--- src/rtl/vect_pkg.sv ---
// Shared vector-unit types and constants: sequencer states, logic-group index,
// logic-unit opcode width and logic-class opcode decode.
package vect_pkg;

  localparam int unsigned LU_OCODE_W = 7;
  localparam int unsigned LGRP_W     = 8;

  typedef logic [LGRP_W-1:0] lgrp_idx_t;

  typedef enum logic {
    SEQ_IDLE = 1'b0,
    SEQ_RUN  = 1'b1
  } seq_state_t;

  localparam logic [5:0] FUNCT6_VAND = 6'b001001;
  localparam logic [5:0] FUNCT6_VOR  = 6'b001010;
  localparam logic [5:0] FUNCT6_VXOR = 6'b001011;
  localparam logic       CAT_INT     = 1'b0;

  // Opcode layout is {funct6, category}; only integer-category bitwise ops qualify.
  function automatic logic is_logic_op(input logic [LU_OCODE_W-1:0] ocode);
    logic [5:0] funct6;
    funct6 = ocode[LU_OCODE_W-1:1];
    return (ocode[0] == CAT_INT) &&
           ((funct6 == FUNCT6_VAND) || (funct6 == FUNCT6_VOR) || (funct6 == FUNCT6_VXOR));
  endfunction

endpackage

--- src/rtl/alu_logic_seq_fifo.sv ---
// Two-entry result buffer holding {group index, result data} between the
// logic unit and the VRF write port.
module alu_res_fifo #(
  parameter int unsigned WIDTH = 8
) (
  input  logic             clk,
  input  logic             rst,
  input  logic             push,
  input  logic             pop,
  input  logic [WIDTH-1:0] push_data,
  output logic [WIDTH-1:0] head_data,
  output logic [1:0]       count,
  output logic             empty
);

  logic [WIDTH-1:0] mem [2];
  logic             wr_ptr;
  logic             rd_ptr;

  always_ff @(posedge clk or posedge rst) begin
    if (rst) begin
      mem[0] <= '0;
      mem[1] <= '0;
      wr_ptr <= 1'b0;
      rd_ptr <= 1'b0;
      count  <= '0;
    end else begin
      if (push) begin
        mem[wr_ptr] <= push_data;
        wr_ptr      <= ~wr_ptr;
      end
      if (pop) begin
        rd_ptr <= ~rd_ptr;
      end
      count <= count + 2'(push) - 2'(pop);
    end
  end

  assign head_data = mem[rd_ptr];
  assign empty     = (count == 2'd0);

endmodule

--- src/rtl/alu_logic_seq.sv ---
// Element-group sequencer: reads source groups from the VRF, feeds the
// combinational logic unit, buffers results and writes them back tail-masked.
module alu_logic_seq
  import vect_pkg::*;
#(
  parameter int unsigned DATA_WIDTH = 32,
  parameter int unsigned LANES      = 4,
  parameter int unsigned VL_WIDTH   = 8,
  parameter int unsigned REG_AW     = 5
) (
  input  logic                        module_clk_i,
  input  logic                        rst_i,
  input  logic                        op_valid_i,
  output logic                        op_ready_o,
  input  logic [LU_OCODE_W-1:0]       op_ocode_i,
  input  logic [VL_WIDTH-1:0]         op_vl_i,
  input  logic [REG_AW-1:0]           op_vs1_i,
  input  logic [REG_AW-1:0]           op_vs2_i,
  input  logic [REG_AW-1:0]           op_vd_i,
  output logic                        rd_en_o,
  output logic [REG_AW-1:0]           rd_addr1_o,
  output logic [REG_AW-1:0]           rd_addr2_o,
  output logic [VL_WIDTH-1:0]         rd_grp_o,
  input  logic [LANES*DATA_WIDTH-1:0] rd_data1_i,
  input  logic [LANES*DATA_WIDTH-1:0] rd_data2_i,
  output logic                        lu_e_o,
  output logic [LU_OCODE_W-1:0]       lu_ocode_o,
  output logic [LANES*DATA_WIDTH-1:0] lu_a_o,
  output logic [LANES*DATA_WIDTH-1:0] lu_b_o,
  input  logic [LANES*DATA_WIDTH-1:0] lu_result_i,
  output logic                        wr_en_o,
  input  logic                        wr_ready_i,
  output logic [REG_AW-1:0]           wr_addr_o,
  output logic [VL_WIDTH-1:0]         wr_grp_o,
  output logic [LANES-1:0]            wr_lane_en_o,
  output logic [LANES*DATA_WIDTH-1:0] wr_data_o,
  output logic                        busy_o,
  output logic                        done_o
);

  localparam int unsigned DW = LANES * DATA_WIDTH;
  localparam int unsigned FW = VL_WIDTH + DW;
  localparam int unsigned EW = VL_WIDTH + 8;

  seq_state_t state, state_nxt;

  logic [LU_OCODE_W-1:0] ocode_q;
  logic [VL_WIDTH-1:0]   vl_q, ng_q, issue_cnt, wr_cnt, inflight_grp;
  logic [REG_AW-1:0]     vs1_q, vs2_q, vd_q;
  logic                  inflight, done_q;
  logic                  accept, pop, last_pop, run;
  logic [2:0]            occ;
  logic [FW-1:0]         fifo_head;
  logic [1:0]            fifo_count;
  logic                  fifo_empty;

  assign run      = (state == SEQ_RUN);
  assign accept   = op_valid_i && (state == SEQ_IDLE);
  assign pop      = wr_en_o && wr_ready_i;
  assign last_pop = run && pop && ((wr_cnt + VL_WIDTH'(1)) == ng_q);

  always_ff @(posedge module_clk_i or posedge rst_i) begin
    if (rst_i) state <= SEQ_IDLE;
    else       state <= state_nxt;
  end

  // A zero-length op completes in the accept edge itself, so it never enters RUN.
  always_comb begin
    state_nxt = state;
    case (state)
      SEQ_IDLE: if (accept && (op_vl_i != '0)) state_nxt = SEQ_RUN;
      SEQ_RUN:  if (last_pop)                  state_nxt = SEQ_IDLE;
      default:                                 state_nxt = SEQ_IDLE;
    endcase
  end

  always_ff @(posedge module_clk_i or posedge rst_i) begin
    if (rst_i) begin
      ocode_q      <= '0;
      vl_q         <= '0;
      ng_q         <= '0;
      vs1_q        <= '0;
      vs2_q        <= '0;
      vd_q         <= '0;
      issue_cnt    <= '0;
      wr_cnt       <= '0;
      inflight     <= 1'b0;
      inflight_grp <= '0;
      done_q       <= 1'b0;
    end else begin
      inflight <= rd_en_o;
      done_q   <= last_pop || (accept && (op_vl_i == '0));
      if (accept) begin
        ocode_q   <= op_ocode_i;
        vl_q      <= op_vl_i;
        ng_q      <= VL_WIDTH'((EW'(op_vl_i) + EW'(LANES - 1)) / EW'(LANES));
        vs1_q     <= op_vs1_i;
        vs2_q     <= op_vs2_i;
        vd_q      <= op_vd_i;
        issue_cnt <= '0;
        wr_cnt    <= '0;
      end else begin
        if (rd_en_o) begin
          issue_cnt    <= issue_cnt + VL_WIDTH'(1);
          inflight_grp <= issue_cnt;
        end
        if (pop) wr_cnt <= wr_cnt + VL_WIDTH'(1);
      end
    end
  end

  // Occupancy counts the group in flight, buffered results, and the one about to issue.
  assign occ     = 3'(inflight) + 3'(fifo_count) - 3'(pop) + 3'd1;
  assign rd_en_o = run && (issue_cnt < ng_q) && (occ <= 3'd2);

  assign rd_addr1_o = vs1_q;
  assign rd_addr2_o = vs2_q;
  assign rd_grp_o   = issue_cnt;

  assign lu_e_o     = inflight;
  assign lu_ocode_o = run ? ocode_q : '0;
  assign lu_a_o     = inflight ? rd_data1_i : '0;
  assign lu_b_o     = inflight ? rd_data2_i : '0;

  alu_res_fifo #(
    .WIDTH(FW)
  ) u_res_fifo (
    .clk      (module_clk_i),
    .rst      (rst_i),
    .push     (inflight),
    .pop      (pop),
    .push_data({inflight_grp, lu_result_i}),
    .head_data(fifo_head),
    .count    (fifo_count),
    .empty    (fifo_empty)
  );

  assign wr_en_o   = !fifo_empty;
  assign wr_addr_o = vd_q;
  assign wr_grp_o  = wr_en_o ? fifo_head[FW-1:DW] : '0;
  assign wr_data_o = wr_en_o ? fifo_head[DW-1:0]  : '0;

  always_comb begin
    wr_lane_en_o = '0;
    for (int unsigned i = 0; i < LANES; i++) begin
      wr_lane_en_o[i] = wr_en_o &&
        ((EW'(wr_grp_o) * EW'(LANES) + EW'(i)) < EW'(vl_q));
    end
  end

  assign op_ready_o = (state == SEQ_IDLE);
  assign busy_o     = run;
  assign done_o     = done_q;

endmodule

--- config.mk ---
export PLATFORM = sky130hd
export DESIGN_NAME = alu_logic_seq
export DESIGN_NICKNAME = d
export VERILOG_FILES = /design/src/rtl/vect_pkg.sv /design/src/rtl/alu_logic_seq_fifo.sv /design/src/rtl/alu_logic_seq.sv
export SDC_FILE = /design/constraint.sdc
export NUM_CORES = 1
export LEC_CHECK = 0
export BUFFER_PORTS_ARGS = -buffer_cell sky130_fd_sc_hd__buf_4
export CAP_MARGIN = 5
export CORE_AREA = 2 2 330 332
export DETAILED_ROUTE_END_ITERATION = 8
export DIE_AREA = 0 0 332 334
export PLACE_DENSITY = 0.42
export RECOVER_POWER = 50
export SYNTH_ARGS = -nofsm -noshare
export SYNTH_HDL_FRONTEND = slang
export SYNTH_HIERARCHICAL = 1
export SYNTH_SLANG_ARGS = --single-unit
--- constraint.sdc ---
create_clock -name module_clk_i -period 8 [get_ports module_clk_i]
set_clock_uncertainty 0.15 [all_clocks]
set_input_delay 0.4 -clock module_clk_i [delete_from_list [all_inputs] [get_ports module_clk_i]]
set_output_delay 0.4 -clock module_clk_i [all_outputs]
set_load 0.005 [all_outputs]
* Word level (Yosys, flattened, before mapping)
Cells that the tools add are included.
** Word-level totals
- Word-level logic and storage cells :: 83
- Register bits :: 341
** Cells by class
- Reductions and logical operators :: 21
- Equality and inequality tests :: 1
- Muxes and demuxes :: 18
- Bitwise logic cells :: 6
- Magnitude comparators :: 9
- Add/sub/neg operators :: 11
** Operator list (count)
- $mux 136 :: 4
- $mux 128 :: 3
- $bwmux 272 :: 1
- $demux 136 s1 :: 1
- $mux 8 :: 5
- $lt 11x8->1 :: 3
- $add 10x2->11 const B :: 2
- $add 8x1->8 const B :: 2
- $logic_and 1x1->1 :: 13
- $add 10x1->11 const B :: 1
- $lt 10x8->1 :: 1
- $add 8x2->9 const B :: 1
- $eq 8x8->1 :: 1
- $logic_not 8->1 :: 1
- $lt 8x8->1 :: 1
- $reduce_bool 8->1 :: 1
- $mux 7 :: 1
- $ge 2x2->1 const B :: 2
- $not 1->1 :: 4
- $not 1->2 :: 2
- $reduce_bool 2->1 :: 2
- $add 1x2->3 :: 1
- $add 3x1->3 const B :: 1
- $le 3x2->1 const B :: 1
- other kinds (10) :: 11

* Depth between registers and ports, before layout
- Depth in word-level cells :: 9
- Depth in mapped cells :: 13
- Gate-level depth less buffers :: 12

* Modules after synthesis
Netlist, hierarchy kept.
** Modules (own cells, without submodules)
- alu_res_fifo :: area each 11863.9 sq um, cells each 740, instances 1, seq. area each 6906.6 sq um
- alu_logic_seq :: area each 5953.2 sq um, cells each 812, instances 1, seq. area each 1601.5 sq um

* Least setup slack after synthesis
No wires, ideal clock.
- Kind :: register -> output
- Start point :: register u_res_fifo.count[1]
- End point :: output wr_lane_en_o[1]
- Arrival time :: 2.516 ns
- Stages on the path, launching flop included :: 10
- Setup slack :: 4.934 ns
- Cells stage by stage :: dfrtp_1 > nor2_1 > clkbuf_1 > clkbuf_1 > clkbuf_1 > nor2b_1 > ha_1 > nand2_1 > or4_1 > o21a_1
** Between the ends
- Word-level cells in the longest chain between the ends :: 5
- Elaborated cells between the ends (all ways) :: 6
- Classes of those cells :: add/sub (1); order compare (1); mux (1); reduce/logical (3)
** RTL lines
- start, declared :: RTL line alu_logic_seq_fifo.sv:12 : output logic [1:0] count,
- start signal, assigned :: RTL line alu_logic_seq_fifo.sv:35 : count <= count + 2'(push) - 2'(pop);
- $logic_not 2->1 :: RTL line alu_logic_seq_fifo.sv:40 : assign empty = (count == 2'd0);
- named net fifo_empty :: RTL line alu_logic_seq.sv:55 : logic fifo_empty;
- $mux 8 :: RTL line alu_logic_seq.sv:140 : assign wr_grp_o = wr_en_o ? fifo_head[FW-1:DW] : '0;
- named net wr_grp_o[5] :: RTL line alu_logic_seq.sv:34 : output logic [VL_WIDTH-1:0] wr_grp_o,
- $add 10x1->11 :: RTL line alu_logic_seq.sv:147 : ((EW'(wr_grp_o) * EW'(LANES) + EW'(i)) < EW'(vl_q));
- $lt 11x8->1 :: RTL line alu_logic_seq.sv:147
- $logic_and 1x1->1 :: RTL line alu_logic_seq.sv:146 : wr_lane_en_o[i] = wr_en_o &&
- end, declared :: RTL line alu_logic_seq.sv:35 : output logic [LANES-1:0] wr_lane_en_o,
The timed path passes the listed nets, and every way through them passes these cells.

==> results.yml <==
clocking:
  cts-root-buf: "clkbuf_16"
  clk_latency_ps: 580
  clk_path_buf_depth: 3
  clock-sinks: 340
  cts_resized: 0
  cts_tree: "built"
  clk_pin_slew_ps: 60
  htree_levels: 2
  cts_buffers: 43
yosys:
  yosysTopAreaCellShare: 0.478
  synth_edf_count: 0
  synth_ff_type: "dfrtp_1"
  syn_avg_cell_area_sq_um: 11.5
  async_flop_share: 1.00
  syn-cell-area_sq_um: 17800
  yosysWarnings: 6
  synth_area_leader_cell: "dfrtp_1"
  ys_seq_area_frac: 0.478
  synthTopCellsByArea: "dfrtp_1, mux2_2, and2_1"
  netlist_instances: 1552
  ys_types: 49
  syn_nets: 1990
  synth_seq_cells: 340
route:
  first_iter_violations: 651
  wire_per_inst_microns: 23.1
  drc: 0
  postRouteWirelength_mm: 91.7
  avgViaCountPerCell: 3.95
  via_count: 15700
  dr.pass1.iters: 7
  antenna_left: 0
placement:
  gp_congestion: 0.936
  placed_cell_area_sq_um: 25600
  dp_hpwl_mm: 72.8
  numPortBuffers: 849
power:
  max-vdd-ir-drop_v: 0.000187
  p_int_mw: 6.88
  p_leak_nw: 13.3
  pwr-share-comb: 0.526
  seqPwrFrac: 0.288
  p_per_area_nw_per_um2: 371
  p_switching_mw: 3.70
  clock_power_share: 0.186
  p_total_mw: 10.6
  switching_share: 0.350
die:
  row_count: 121
  start_util: 0.165
  die_height_microns: 334
  boundaryPins: 850
  die_w_microns: 332
  dieArea_sq_um: 111000
  core_area_sq_um: 108000
worst_setup_path:
  end_kind: "async pin"
  cp.required_ps: 8190
  rr_endpoint: "u_res_fifo/mem[51]$_DFFE_PP0P_"
  arrival_ps: 5720
  crit_fanout: 155
  startpoint_type: "input pin"
  ff2ff_path_depth: 3
  r2r_setup_slack_ps: 3010
  crit_type: "in2async"
  r2r-start: "lu_e_o$_DFF_PP0_"
final_layout:
  final_cell_mix: "buf_4, mux2_2, dfrtp_1"
  design_area_sq_um: 28500
  nets: 2953
  area_delta_synth_final_pct: 60.2
  final_common_cell: "buf_4"
  drive_gt1_frac: 0.508
flow_run:
  drv_cap: 8
sta:
  clock.fmax_ghz: 0.181
  maxSlewHeadroom: -1.86
  setup_violations: 0
  rsz0062_at_grt: "no"
  slew_violations: 592
  worst_slew_pin_slew_ps: 4290
  post-route-min-period_ps: 5520
  fin_tns_setup_ps: 0
  hold_violations: 0
  period_share: 0.690
worst_hold_path:
  hp-start: "wr_ready_i"
  hold_path.class: "in2reg"
  min_to: "wr_cnt[1]$_DFFE_PP0P_"
  holdPathStages: 4
status:
  status: "finished, violations left"
  violations: "capacitance limit, slew limit"
global_routing:
  grt_first_pass_wirelength_mm: 129
  grt_pass1_vias: 17300
  grt_overflow: 0
  grt_max_degree: 156
  grt_usage: 0.159
  grt_antenna_before_repair: 24
## kinds of logic after synthesis
logic type                 Yosys count  synth area share
AOI/OAI and AO/OA                   52            0.0178
xor gates and xnor gates            24            0.0118
adders and majority gates           20            0.0145
buffers and inverters              130            0.0345
DFF                                340             0.478
muxes                              410             0.259
and+or+nand+nor                    576             0.185
## routing by layer
| layer | vias to the layer above | track usage | wire (microns) |
|---|---|---|---|
| met3 | 101 | 0.0383 | 5650 |
| met1 | 7938 | 0.175 | 34600 |
| li1 | 7105 | - | - |
| met4 | 0 | 0.0436 | 2230 |
| met5 | - | 0 | 0 |
| met2 | 523 | 0.301 | 49200 |
## through the flow
stage                     instances  utilization  hold slack [ps]  worst slack (ps)
after floorplan                1552            -              288              3800
after global placement         3725        0.238              261              3630
after detailed placement       3725        0.238              275              3530
after CTS                      3956        0.265              150              2870
after global routing           3967        0.265              187              1420
final                          3969        0.265              192              2480
## critical path, stage by stage
cell	delay (ps)
dlygate4sd3_1	550
clkbuf_1	140
clkinvlp_4	70
clkbuf_2	2790
clkbuf_2	1650
## worst max-delay path by stage
stage | startpoint | slack, ps | endpoint
3_5_place_dp | u_res_fifo/count[1]$_DFF_PP0_ | 3530 | rd_en_o
5_1_grt | rst_i | 1420 | u_res_fifo/mem[142]$_DFFE_PP0P_
2_1_floorplan | rst_i | 3800 | u_res_fifo/count[0]$_DFF_PP0_
6_report | rst_i | 2480 | u_res_fifo/mem[18]$_DFFE_PP0P_
4_1_cts | u_res_fifo/count[1]$_DFF_PP0_ | 2870 | rd_en_o
3_3_place_gp | u_res_fifo/count[0]$_DFF_PP0_ | 3630 | rd_en_o
## timing repair
| action | 4_1_cts | 5_1_grt |
|---|---|---|
| hold buffers | 159 | 0 |
| setup buffers | 0 | 0 |
| endpoints found under the hold margin | 363 | 0 |
## synth_stat cells, types with 2 or more instances
master	instances
nand3_1	8
inv_1	25
o31ai_1	2
nand2b_4	2
nand2b_1	2
nor2_1	10
buf_2	35
or3_1	4
or3b_1	2
buf_4	2
mux2_1	40
o21a_1	5
ha_1	19
and2_1	266
mux2i_1	2
mux2_2	368
nand4_1	7
dfrtp_1	340
buf_6	10
nand2_1	123
or4_1	3
xnor2_1	10
o21ai_0	20
and4_1	2
xor2_1	14
nor2b_1	138
nor4_1	2
o21ai_1	2
clkbuf_1	56
and3_1	2
a21oi_1	13
## layout make-up
class	instances	area [sq um]
clock buffer	58	1220
antenna	13	32.5
multi-input combinational	1082	8700
tap	1414	1770
sequential	340	8520
fill	11500	79300
timing repair buffer	1022	8000
clock inverter	14	193
inverter	26	101
## registers in the layout, summed over array words and instances (netlist names), 2 cells and up
register and count:
u_res_fifo/mem 272, inflight_grp 8, rd_grp_o 8, vl_q 8
wr_cnt 8, ng_q 7, ocode_q 7, rd_addr1_o 5
rd_addr2_o 5, wr_addr_o 5, u_res_fifo/count 2
## power groups by stage
stage,logic [mW],clock network (mW),registers (mW)
final,5.57,1.97,3.05
after global routing,6.05,2.14,3.16
after CTS,5.65,2.06,3.05
after detailed placement,5.55,0,3.08
after global placement,5.48,0,3.06
after floorplan,3.06,0,2.86
(Power assumes the default switching activity.)
